<file path="src/rtl/bcd_7segment.sv">
// Registered BCD-to-7-segment decoder with lamp test, blanking, ripple blanking and invalid-code flag.
// Optional build macro BCD_7SEGMENT_HEX_DIGITS_EN turns codes 10..15 into hex glyphs A,b,C,d,E,F.
module bcd_7segment #(
  parameter bit ACTIVE_LOW = 1'b0
) (
  input  logic       clk,
  input  logic       rst,
  input  logic [3:0] din,
  input  logic       lt,
  input  logic       bi,
  input  logic       rbi,
  output logic       rbo,
  output logic       err,
  output logic       a,
  output logic       b,
  output logic       c,
  output logic       d,
  output logic       e,
  output logic       f,
  output logic       g
);

  // Segment vectors are ordered {a,b,c,d,e,f,g}, bit 6 = a.
  logic [6:0] w_glyph;
  logic [6:0] w_seg;
  logic       w_rbo;
  logic       w_err;
  logic [6:0] r_seg;
  logic       r_rbo;
  logic       r_err;

  always_comb begin
    w_glyph = 7'b0000000;
    case (din)
      4'd0:    w_glyph = 7'b1111110;
      4'd1:    w_glyph = 7'b0110000;
      4'd2:    w_glyph = 7'b1101101;
      4'd3:    w_glyph = 7'b1111001;
      4'd4:    w_glyph = 7'b0110011;
      4'd5:    w_glyph = 7'b1011011;
      4'd6:    w_glyph = 7'b1011111;
      4'd7:    w_glyph = 7'b1110000;
      4'd8:    w_glyph = 7'b1111111;
      4'd9:    w_glyph = 7'b1111011;
`ifdef BCD_7SEGMENT_HEX_DIGITS_EN
      4'd10:   w_glyph = 7'b1110111;
      4'd11:   w_glyph = 7'b0011111;
      4'd12:   w_glyph = 7'b1001110;
      4'd13:   w_glyph = 7'b0111101;
      4'd14:   w_glyph = 7'b1001111;
      4'd15:   w_glyph = 7'b1000111;
`endif
      default: w_glyph = 7'b0000000;
    endcase
  end

`ifdef BCD_7SEGMENT_HEX_DIGITS_EN
  assign w_err = 1'b0;
`else
  assign w_err = (din > 4'd9);
`endif

  // Lamp test beats blank, blank beats ripple blanking; err ignores all three.
  always_comb begin
    w_seg = w_glyph;
    w_rbo = 1'b0;
    if (lt) begin
      w_seg = 7'b1111111;
    end else if (bi) begin
      w_seg = 7'b0000000;
    end else if (rbi && (din == 4'd0)) begin
      w_seg = 7'b0000000;
      w_rbo = 1'b1;
    end
  end

  // Polarity is applied before the register so the pads see a clean flop output.
  always_ff @(posedge clk or posedge rst) begin
    if (rst) begin
      r_seg <= {7{ACTIVE_LOW}};
      r_rbo <= 1'b0;
      r_err <= 1'b0;
    end else begin
      r_seg <= w_seg ^ {7{ACTIVE_LOW}};
      r_rbo <= w_rbo;
      r_err <= w_err;
    end
  end

  assign {a, b, c, d, e, f, g} = r_seg;
  assign rbo = r_rbo;
  assign err = r_err;

endmodule

</file>
<file path="config.mk">
export PLATFORM = sky130hd
export DESIGN_NAME = bcd_7segment
export DESIGN_NICKNAME = d
export VERILOG_FILES = /design/src/rtl/bcd_7segment.sv
export SDC_FILE = /design/constraint.sdc
export NUM_CORES = 1
export LEC_CHECK = 0
export BUFFER_PORTS_ARGS = -buffer_cell sky130_fd_sc_hd__buf_2
export CORE_AREA = 4 4 41 43
export CTS_CLUSTER_SIZE = 28
export DETAILED_ROUTE_END_ITERATION = 16
export DIE_AREA = 0 0 45 47
export PLACE_DENSITY = 0.76
export SYNTH_ARGS = -nofsm -noshare
export SYNTH_HDL_FRONTEND = slang
export SYNTH_SLANG_ARGS = --single-unit
export TNS_END_PERCENT = 10
</file>
<file path="constraint.sdc">
create_clock -name clk -period 0.8 [get_ports clk]
set_clock_uncertainty 0.15 [all_clocks]
set_input_delay 0.16 -clock clk [delete_from_list [all_inputs] [get_ports clk]]
set_output_delay 0.16 -clock clk [all_outputs]
set_load 0.005 [all_outputs]
</file>
==> out/metrics.cfg, run 1 <==
[pwr]
ir_drop_mv=0.627
p_per_area_nw_per_um2=1430
p_leak_nw=0.373
power.total_mw=1.10

[drt]
vias_per_cell=4.88
wirelength_um=1050
drt-wirelength-per-cell_um=11.1
ant_nets=0
first_iter_violations=6
route.vias.total=459
drcViolationCount=0
dr.pass1.iters=4

[timing]
slew_violations=0
setup_viol=17
fin_ws_ns=-0.246
post-route-period-util_pct=131
worst_pin_slew_ns=0.317
whs_ns=-0.309
max_slew_margin_pct=78.9
rsz0062_at_grt=yes
fmax_mhz=956
layout_min_cycle_time_ns=1.05
finalHoldViolCount=10

[logic_synthesis]
yosysTopAreaCell=dfrtp_1
avgSynthCellArea_um2=10.2
synth_ff_type=dfrtp_1
ys_top_cells_by_area=dfrtp_1 44%, ha_1 12%, a21oi_1 3.9%, nand2b_1 3.7%, nor2_1 3.7%
ys_warn_count=0
synth.cell_area_um2=510
synth_most_common_cell=dfrtp_1
synth-seq-area-share_pct=44.1
synth_top_area_share_pct=44.1
synth_edf_count=0
yosysUniqueCellTypes=23
synth_common_cells=9 x dfrtp_1, 5 x ha_1, 5 x nor2_1, 4 x a21oi_1, 4 x inv_1
yosys_register_bits=9
synthArstFlopShare_pct=100
postSynthCellCount=50
syn-num-nets=64

[setup_path]
crit_cells=1
critPathRequiredTime_ns=0.49
start_kind=flip-flop
path_class=reg -> out
crit_slowest_cell=dfrtp_1
cp-startpoint=r_seg[0]
cp_num_buf_inv=1
crit_path_max_fanout=1
setup.worst_path.end_class=primary output
cp-endpoint=g
crit_arrival_ns=0.74
path_delay_family=flip-flops
crit_chain=buf_2
critPathMaxStageDelay_ns=0.36

[floorplanning]
rows=13
die_h_um=47
fp.dieArea_um2=2120
die_x_um=45
ios=18
coreArea_um2=1300
initial_core_util_pct=39.2

[cells_and_area]
layout-drive-gt1-share_pct=49.4
fin_area_um2=769
diodes=0
area_growth_pct=50.7
final_nets=94

[cts]
cts_sinks=9
path_clk_slew_ns=0.06
cts_made_buffers=3
post-cts-setup-buffers=0
htree_levels=1
cts_root_buf=clkbuf_4
tritoncts=built
cts_buffer_depth=2

[placed_design]
place.gp.congestion=0.807
dp_hpwl_um=885
io_buffer_count=17
placed_cell_area_um2=703

[global_route]
overflow=0
antenna_found_initial=0
first_global_vias=438
grt_max_degree=10
grt_pass1_wl_um=1780
grt_use_total_pct=12.3

[status]
outcome=complete, but fails checks
violations=hold timing, setup timing

[job]
cap_viol_max_count=0

[worst_hold_path]
min_path_type=in -> async

[where the power goes]
group	leakage (nW)	switching, mW	internal (mW)
clock network	0.0150	0.146	0.191
registers	0.104	0.00697	0.488
logic	0.253	0.128	0.138
total	0.373	0.281	0.817
[registers in the layout, summed over array words and instances (netlist names)]
signal / flops
err: 1
r_seg: 7
rbo: 1
[how the worst min path moves through the flow]
stage | startpoint | endpoint | slack [ns] | cells past startpoint
after floorplan | rst | err | -0.16 | 1
after global placement | rst | r_seg[5] | -0.04 | 2
after detailed placement | rst | r_seg[4] | -0.03 | 2
after CTS | rst | r_seg[4] | -0.31 | 2
after global routing | rst | r_seg[4] | -0.28 | 2
final | rst | r_seg[4] | -0.31 | 2
[what timing repair did]
item | in CTS | in global routing
gates cloned | 0 | 0
hold endpoints to repair | 11 | 10
pin swaps | 2 | 1
endpoints found under the setup margin | 18 | 18
gates resized for setup | 5 | 6
[routing by layer]
metal	vias to the layer above	wire (um)	GRT usage, %
met5	-	0	0
met4	0	21	8.77
met3	2	134	4.21
met2	20	527	22.6
met1	208	365	11.2
li1	229	-	-
[area by class of cell]
cell class | count | area, um2
fill | 120 | 532
multi-input combinational | 36 | 299
sequential | 9 | 225
timing repair buffer | 26 | 165
inverter | 4 | 35.0
clock buffer | 4 | 26.3
tap | 15 | 18.8
[logic make-up after synthesis]
family,after synthesis,synth area share (%)
AO/OA/AOI/OAI,14,20.3
flip-flops,9,44.1
buffers and inverters,5,5.15
adder cells (fa/ha/maj),5,12.3
AND/OR/NAND/NOR,17,18.1
[placed cells by master, fill, tap and decap left out]
cell type / count
a21o_1: 2
o21a_1: 1
nand2b_1: 3
nand3b_1: 1
nor2b_2: 1
inv_1: 2
nor2_2: 1
buf_4: 9
nand2_1: 2
clkbuf_1: 1
o21ai_1: 1
nor2_1: 4
ha_1: 3
buf_2: 15
a22o_1: 1
and2_1: 1
nor4_2: 1
o21bai_1: 1
nor2b_1: 1
inv_8: 1
inv_12: 1
or2b_1: 1
clkbuf_4: 3
o21ba_4: 1
a311oi_2: 1
ha_4: 1
o32ai_2: 1
a31oi_1: 1
and2b_1: 1
buf_6: 2
ha_2: 1
dfrtp_1: 9
a21oi_1: 4
[stage by stage]
stage	std cells	setup slack [ns]	hold slack [ns]	utilization (%)	setup TNS [ns]
floorplan	50	-0.308	-0.162	-	-1.71
global placement	90	-0.541	-0.0358	54.0	-4.15
detailed placement	90	-0.569	-0.0274	54.0	-4.30
CTS	94	-0.257	-0.306	57.3	-3.53
finish	94	-0.246	-0.309	59.1	-3.25
global route	94	-0.280	-0.275	59.1	-3.76
Power figures use the tool's default switching activity.
==> inputs of run 2 (changes only) <==
PLACE_DENSITY = 0.74   (was 0.76)
==> run 2 against run 1 <==
Fmax grew 0.44%. Worst setup slack gained 0.0046 ns. Non-clock buffer count rose by 1. The flow still finishes with violations (hold timing, setup timing). Count of clock-buffer cells in the layout unchanged. Critical path type unchanged. Combinational power about the same. Sequential share of layout area rose by 0.095 points. Clock power fell by 2%.
==> out/metrics.cfg, run 2 (synthesis results as in run 1) <==
[floorplanning]
rows=13  ; unchanged
fp.dieArea_um2=2120  ; unchanged
die_x_um=45  ; unchanged
initial_core_util_pct=39.2  ; unchanged
coreArea_um2=1300  ; unchanged
ios=18  ; unchanged
die_h_um=47  ; unchanged

[drt]
vias_per_cell=4.76  ; -2.6%
first_iter_violations=1  ; -5
dr.pass1.iters=2  ; -2
wirelength_um=1060  ; +0.86%
ant_nets=0  ; unchanged
drt-wirelength-per-cell_um=11.1  ; -0.20%
drcViolationCount=0  ; unchanged
route.vias.total=452  ; -1.5%

[global_route]
grt_use_total_pct=12.4  ; +0.14 points
grt_pass1_wl_um=1860  ; +4.7%
grt_use_met3_pct=3.83  ; -0.38 points
grt.busiest_layer=met2
grt_util_met1_pct=11.9  ; +0.65 points
grt_max_degree=10  ; unchanged
antenna_found_initial=0  ; unchanged
overflow=0  ; unchanged
use_met2_pct=24.3  ; +1.7 points
first_global_vias=454  ; +3.7%

[pwr]
p_leak_nw=0.374  ; +0.25%
p_per_area_nw_per_um2=1420  ; -0.45%
ir_drop_mv=0.505  ; -20%

[cells_and_area]
fin_util_pct=58.9  ; -0.19 points
largest_reg_flops=7  ; unchanged
final_nets=95  ; +1.1%
regMostFlops=r_seg
final_common_cell=buf_2
diodes=0  ; unchanged
area_growth_pct=50.2
fin_area_um2=767  ; -0.33%
regArea_um2=225  ; unchanged
most-common-layout-cells=15 x buf_2, 11 x buf_4, 9 x dfrtp_1, 4 x nor2_1, 4 x a21oi_1
layout-drive-gt1-share_pct=50.0  ; +0.63 points
nFillCells=123  ; +2.5%
multi_input_area_um2=293  ; -2.1%

[cts]
cts_root_buf=clkbuf_4
cts_sinks=9  ; unchanged
cts_made_buffers=3  ; unchanged
post-cts-setup-buffers=0  ; unchanged
cts_buffer_depth=2  ; unchanged
path_clk_slew_ns=0.06  ; about the same
tritoncts=built
htree_levels=1  ; unchanged

[timing]
slew_violations=0  ; unchanged
setup_viol=17  ; unchanged
whs_ns=-0.308  ; +0.000859 ns
post-route-period-util_pct=130  ; -0.57 points
worst_pin_slew_ns=0.315  ; -0.00167 ns
finalHoldViolCount=10  ; unchanged
rsz0062_at_grt=yes
final.setup.tns_ns=-3.43  ; -0.184 ns
layout_min_cycle_time_ns=1.04  ; -0.00457 ns
fin_ws_ns=-0.242  ; +0.00457 ns
max_slew_margin_pct=79.0  ; +0.11 points
fmax_mhz=960  ; +0.44%

[status]
violations=hold timing, setup timing
outcome=complete, but fails checks

[setup_path]
critPathRequiredTime_ns=0.49  ; about the same
path_delay_family=flip-flops
setup.worst_path.end_class=primary output
crit_slowest_cell=dfrtp_1
cp-startpoint=r_seg[2]
cp_num_buf_inv=1  ; unchanged
crit_arrival_ns=0.73  ; about the same
crit_path_max_fanout=1  ; unchanged
path_class=reg -> out
critPathMaxStageDelay_ns=0.36  ; about the same
crit_chain=buf_2
start_kind=flip-flop

[placed_design]
place.gp.congestion=0.816  ; +1.1%
dp_hpwl_um=880  ; -0.49%
io_buffer_count=17  ; unchanged
placed_cell_area_um2=711  ; +1.1%

[job]
cap_viol_max_count=0  ; unchanged

[worst_hold_path]
min_path_type=in -> async

[run 2: cell types whose count changed in the layout (fill, tap and decap cells not counted)]
cell	before	now
buf_4	9	11
buf_6	2	1
o21ai_0	0	1
o21ai_1	1	0
o21ba_2	0	1
o21ba_4	1	0
[run 2: where the power goes]
part | internal, mW | total [mW] | switching, mW
clock network | 0.191 | 0.331 | 0.140
logic | 0.136 | 0.265 | 0.128
registers | 0.488 | 0.494 | 0.00642
total | 0.815 | 1.09 | 0.275
[run 2: timing repair]
item                                    in CTS  in global routing
endpoints found under the hold margin       11                 10
resized for setup                            4                  4
endpoints found under the setup margin      18                 18
pin swaps                                    2                  1
[run 2: cell type report]
type                       count  share of cell area, %
inverter                       4                   4.57
clock buffer                   4                   3.43
tap                           15                   2.45
sequential                     9                   29.4
multi-input combinational     36                   38.2
timing repair buffer          27                   22.0
[run 2: final timing paths]
kind	to	slack, ns	cells after the start
worst max-delay path	e	-0.24	1
worst min-delay path	err	-0.31	2
min in group clk	rbo	-0.04	2
max in group asynchronous	r_seg[3]	0.57	2
[run 2: per-stage QoR]
step                hold WS (ns)  worst slack (ns)  total power [mW]  std cells
floorplan                 -0.162            -0.308             0.625         50
global placement         -0.0365            -0.538             0.749         91
detailed placement       -0.0269            -0.584             0.754         91
CTS                       -0.301            -0.254              1.10         95
global route              -0.275            -0.275              1.17         95
finish                    -0.308            -0.242              1.09         95
[run 2: metal layers]
layer	wire, um	share of wire (%)	up-vias
li1	-	-	231
met1	391	37	201
met5	0	0	-
met2	548	52	18
met3	100	9.5	2
met4	16	1.5	0
